$ cat config.mk
export PLATFORM = sky130hd
export DESIGN_NAME = fifo_burst_reader
export DESIGN_NICKNAME = d
export VERILOG_FILES = /design/src/rtl/fifo_burst_reader.sv
export SDC_FILE = /design/constraint.sdc
export NUM_CORES = 1
export LEC_CHECK = 0
export CAP_MARGIN = 20
export CELL_PAD_IN_SITES_DETAIL_PLACEMENT = 0
export CELL_PAD_IN_SITES_GLOBAL_PLACEMENT = 1
export CORE_MARGIN = 5
export CORE_UTILIZATION = 40
export CTS_CLUSTER_SIZE = 30
export DETAILED_ROUTE_END_ITERATION = 10
export MAX_ROUTING_LAYER = met4
export PLACE_DENSITY = 0.93
export SKIP_LAST_GASP = 1
export SLEW_MARGIN = 25
export SYNTH_ARGS = -nofsm -noshare
export SYNTH_HDL_FRONTEND = slang
export SYNTH_SLANG_ARGS = --single-unit
$ cat constraint.sdc
create_clock -name clk -period 4.8 [get_ports clk]
set_input_delay 0.96 -clock clk [delete_from_list [all_inputs] [get_ports clk]]
set_output_delay 0.96 -clock clk [all_outputs]
set_load 0.02 [all_outputs]
$ cat src/rtl/fifo_burst_reader.sv
// fifo_burst_reader: reads a burst of `len` words from a FIFO into a 2-entry output buffer
// and presents them downstream on a valid/ready handshake.
// FIRSTWORD_FALLTHROUGH selects whether FIFO data is valid alongside the read strobe (1)
// or one cycle after it (0).
// Optional: define FIFO_BURST_READER_COUNT_EN to add the word_count output.
module fifo_burst_reader #(
  parameter int unsigned WIDTH                 = 32,
  parameter bit          FIRSTWORD_FALLTHROUGH = 1'b1,
  parameter int unsigned LENW                  = 16
) (
  input  logic             clk,
  input  logic             reset,
  input  logic             start,
  input  logic [LENW-1:0]  len,
  input  logic             fifo_empty,
  input  logic [WIDTH-1:0] fifo_dataout,
  output logic             fifo_read,
  output logic [WIDTH-1:0] out_data,
  output logic             out_valid,
  input  logic             out_ready,
  output logic             busy,
  output logic             done
`ifdef FIFO_BURST_READER_COUNT_EN
  ,
  output logic [LENW-1:0]  word_count
`endif
);

  typedef enum logic [1:0] {StIdle, StRun, StFlush, StDone} state_e;

  localparam logic [LENW-1:0] LenOne = 1;

  state_e           state_q, state_d;
  logic [LENW-1:0]  remaining_q, remaining_d;
  logic [1:0]       occ_q, occ_d;
  logic             inflight_q, inflight_d;
  logic [WIDTH-1:0] buf0_q, buf0_d;  // oldest entry
  logic [WIDTH-1:0] buf1_q, buf1_d;

  logic             accept;
  logic [1:0]       occ_net;
  logic             wr_en;
`ifdef FIFO_BURST_READER_COUNT_EN
  logic [LENW-1:0]  count_q, count_d;
`endif

  // Read strobe, buffer update and next-state logic.
  always_comb begin
    out_valid = (occ_q != 2'd0);
    out_data  = buf0_q;
    accept    = out_valid && out_ready;
    // Occupancy net of this cycle's downstream accept, so a word leaving the buffer frees
    // its slot immediately; this is what sustains one word per cycle.
    occ_net   = occ_q - {1'b0, accept};
    fifo_read = (state_q == StRun) && (remaining_q != '0) && !fifo_empty &&
                ((occ_net + {1'b0, inflight_q}) < 2'd2);

    if (FIRSTWORD_FALLTHROUGH) begin
      wr_en      = fifo_read;
      inflight_d = 1'b0;
    end else begin
      wr_en      = inflight_q;
      inflight_d = fifo_read;
    end

    buf0_d = buf0_q;
    buf1_d = buf1_q;
    occ_d  = occ_q;
    if (accept) begin
      buf0_d = buf1_q;
      occ_d  = occ_q - 2'd1;
    end
    if (wr_en) begin
      if (occ_d == 2'd0) begin
        buf0_d = fifo_dataout;
      end else begin
        buf1_d = fifo_dataout;
      end
      occ_d = occ_d + 2'd1;
    end

    state_d     = state_q;
    remaining_d = remaining_q;
    unique case (state_q)
      StIdle: begin
        if (start) begin
          if (len != '0) begin
            state_d     = StRun;
            remaining_d = len;
          end else begin
            state_d = StDone;
          end
        end
      end
      StRun: begin
        if (fifo_read) begin
          remaining_d = remaining_q - LenOne;
          if (remaining_q == LenOne) begin
            state_d = StFlush;
          end
        end
      end
      // Leave as soon as the last word is accepted so done follows it by one cycle.
      StFlush: begin
        if ((occ_d == 2'd0) && !inflight_d) begin
          state_d = StDone;
        end
      end
      StDone: state_d = StIdle;
      default: state_d = StIdle;
    endcase

    busy = (state_q == StRun) || (state_q == StFlush);
    done = (state_q == StDone);
  end

`ifdef FIFO_BURST_READER_COUNT_EN
  // Accepted-word counter, cleared when a burst is accepted and held afterwards.
  always_comb begin
    count_d = count_q;
    if ((state_q == StIdle) && start) begin
      count_d = '0;
    end else if (accept) begin
      count_d = count_q + LenOne;
    end
    word_count = count_q;
  end
`endif

  // State registers with synchronous reset.
  always_ff @(posedge clk) begin
    if (reset) begin
      state_q     <= StIdle;
      remaining_q <= '0;
      occ_q       <= 2'd0;
      inflight_q  <= 1'b0;
      buf0_q      <= '0;
      buf1_q      <= '0;
`ifdef FIFO_BURST_READER_COUNT_EN
      count_q     <= '0;
`endif
    end else begin
      state_q     <= state_d;
      remaining_q <= remaining_d;
      occ_q       <= occ_d;
      inflight_q  <= inflight_d;
      buf0_q      <= buf0_d;
      buf1_q      <= buf1_d;
`ifdef FIFO_BURST_READER_COUNT_EN
      count_q     <= count_d;
`endif
    end
  end

endmodule

==> results_dict.tcl <==
set metrics [dict create \
    fin_ws_ns 0.589 \
    hold_viol 0 \
    ys_types 51 \
    slowest_stage "clkdlybuf4s50_1" \
    diodes 0 \
    setup_viol 0 \
    fillers 965 \
    detail_route.wl_per_cell_um 15.7 \
    synth_area_sq_um 4230 \
    start_kind "input port" \
    yosys_warnings 0 \
    yosys-top-cells-count "84 x dfxtp_1, 82 x nor2_1, 73 x nand2_1" \
    ys_seq_elements 84 \
    max_stage_delay_ns 0.60 \
    start_util_pct 41.0 \
    synth_most_common_cell "dfxtp_1" \
    clock_path_buffers 2 \
    grt_pass1_vias 3854 \
    place_hpwl_mm 7.13 \
    tightestPinTransition_ns 0.892 \
    leakagePower_nw 1.82 \
    clock_latency_ns 0.35 \
    synth_seq_area_share_pct 39.8 \
    die-height_um 113 \
    post_cts_resized 0 \
    drtIter0Drc 181 \
    ir_worst_vdd_v 0.000246 \
    fin_crit_sh_pct 87.7 \
    path_class "in -> out" \
    synth_ff_type "dfxtp_1" \
    cts_hold_buf 0 \
    critPathArrivalTime_ns 3.25 \
    crit_fanout 3 \
    p_per_area_nw_per_um2 576 \
    clk_pin_slew_worst_paths_ns 0.08 \
    grt_max_degree 89 \
    htree_levels 3 \
    areaGrowthSynthToFinish_pct 26.8 \
    finClkSkew_ns 0.0110 \
    syn_nets 543 \
    port_buffers 88 \
    cts_buffers 9 \
    path_delay_family "buffers and inverters" \
    fmax_mhz 237 \
    min_path_type "reg -> reg" \
    synthTopCellsByArea "dfxtp_1 40%, a311oi_2 9.9%, mux2i_1 8.0%" \
    vias_per_cell 5.46 \
    cts_tree "yes" \
    synthCells 480 \
    yosysTopAreaCell "dfxtp_1" \
    cp_common_cell "clkdlybuf4s50_1" \
    fp.coreArea_sq_um 10300 \
    synth-async-reset-ratio_pct 0 \
    drv_cap 0 \
    min_period_ns 4.21 \
    first_pass_iters 4 \
    gp_congestion 0.980 \
    remaining_drc_errors 0 \
    drt-total-wl_mm 10.9 \
    synth_enable_flop_cells 0 \
    end_kind "output port" \
    pin_count 89 \
    antenna_left 0 \
    grt_overflow_total 0 \
    worst-path-buf-inv 4 \
    place_ws_ns 0.593 \
    rsz0062_at_grt "no" \
    rows 37 \
    num-nets-final 615 \
    synth_top_area_share_pct 39.8 \
    grt_pass1_wl_mm 18.0 \
    maxSlewViolCount 0 \
    fin_tns_setup_ns 0 \
    critPathRequiredTime_ns 3.84 \
    cts_setup_buffers 0 \
    relSlewSlack_pct 40.0 \
    crit_chain "clkdlybuf4s50_1, nand2_1, clkinv_1, ha_1, xor2_1, or3_1, or2_2, inv_1, clkdlybuf4s50_1" \
    grt_use_total_pct 17.4 \
    clock-root-buffer "clkbuf_8" \
    vias 3783 \
    syn_area_per_cell_sq_um 8.81 \
    dieArea_sq_um 12700 \
    antenna_found_initial 0 \
    layout-drive-gt1-share_pct 11.0 \
    status "finished, final reports clean" \
    die_x_um 113 \
    cts_num_sinks 84 \
]
[cell usage in the layout, fill, tap and decap left out, types with 4 or more instances in the layout]
cell	n
o311ai_0	7
dfxtp_1	84
buf_4	7
clkdlybuf4s50_1	87
mux2i_1	34
o21ai_0	7
nand2_1	73
inv_1	13
nand2b_1	4
clkbuf_8	9
a311oi_1	4
nor3_1	9
o31ai_1	11
a311oi_2	28
a21oi_1	16
ha_1	10
nor2_1	82
nor2b_1	4
nor4_1	9
o21a_1	4
[layer usage]
metal  share of wire (%)  global-route usage [%]
met2                  46                    27.3
met5                   0                       -
met1                  48                    22.5
met4                 1.3                    5.37
met3                 5.0                    3.85
[kinds of logic (layout without fill, tap and decap cells)]
family	after synthesis	after routing	share of synthesized area [%]
AND/OR/NAND/NOR	203	203	21.4
XOR/XNOR	2	2	0.414
AO/OA/AOI/OAI	97	97	21.4
flip-flops	84	84	39.8
buffers and inverters	48	125	5.42
adder cells (fa/ha/maj)	10	10	2.96
multiplexers	36	36	8.58
[state kept, by name (all words and copies together), names as in the netlist]
signal and count:
buf1_q 32, out_data 32, remaining_q 16, occ_q 2, state_q 2
[power by group]
group | internal [mW] | leakage, nW | switching, mW
Sequential | 0.867 | 0.682 | 0.127
Combinational | 0.639 | 1.03 | 0.929
Clock | 0.248 | 0.103 | 0.278
Total | 1.75 | 1.82 | 1.33
[area by class of cell]
type | instances | area (sq um) | area share (%)
sequential | 84 | 1680 | 31.4
clock inverter | 6 | 72.6 | 1.35
clock buffer | 10 | 128 | 2.38
timing repair buffer | 95 | 935 | 17.4
inverter | 14 | 52.6 | 0.980
multi-input combinational | 348 | 2320 | 43.3
tap | 136 | 170 | 3.17
[through the flow]
stage               cells  hold WS (ns)  utilization, %  cell area (sq um)  power, mW
floorplan             480         0.452               -               4230       2.09
global placement      677         0.464            50.0               5160       2.55
detailed placement    677         0.477            50.0               5160       2.56
CTS                   693         0.489            51.9               5360       3.11
global route          693         0.504            51.9               5360       3.30
finish                693         0.485            51.9               5360       3.09
[final timing paths]
kind | cells after the start | start | slack, ns | to
setup reg to reg | 9 | state_q[1] | 1.68 | out_data[29]
setup / recovery | 9 | out_ready | 0.59 | fifo_read
hold reg to reg | 2 | buf1_q[1] | 0.48 | out_data[1]
hold / removal | 2 | buf1_q[1] | 0.48 | out_data[1]
[tightest hold or removal path, stage by stage, from the launching register on]
cell	delay [ns]
dfxtp_1	0.32
nand2_1	0.05
a311oi_1	0.07
No activity file was read; power rests on OpenSTA's default activity.
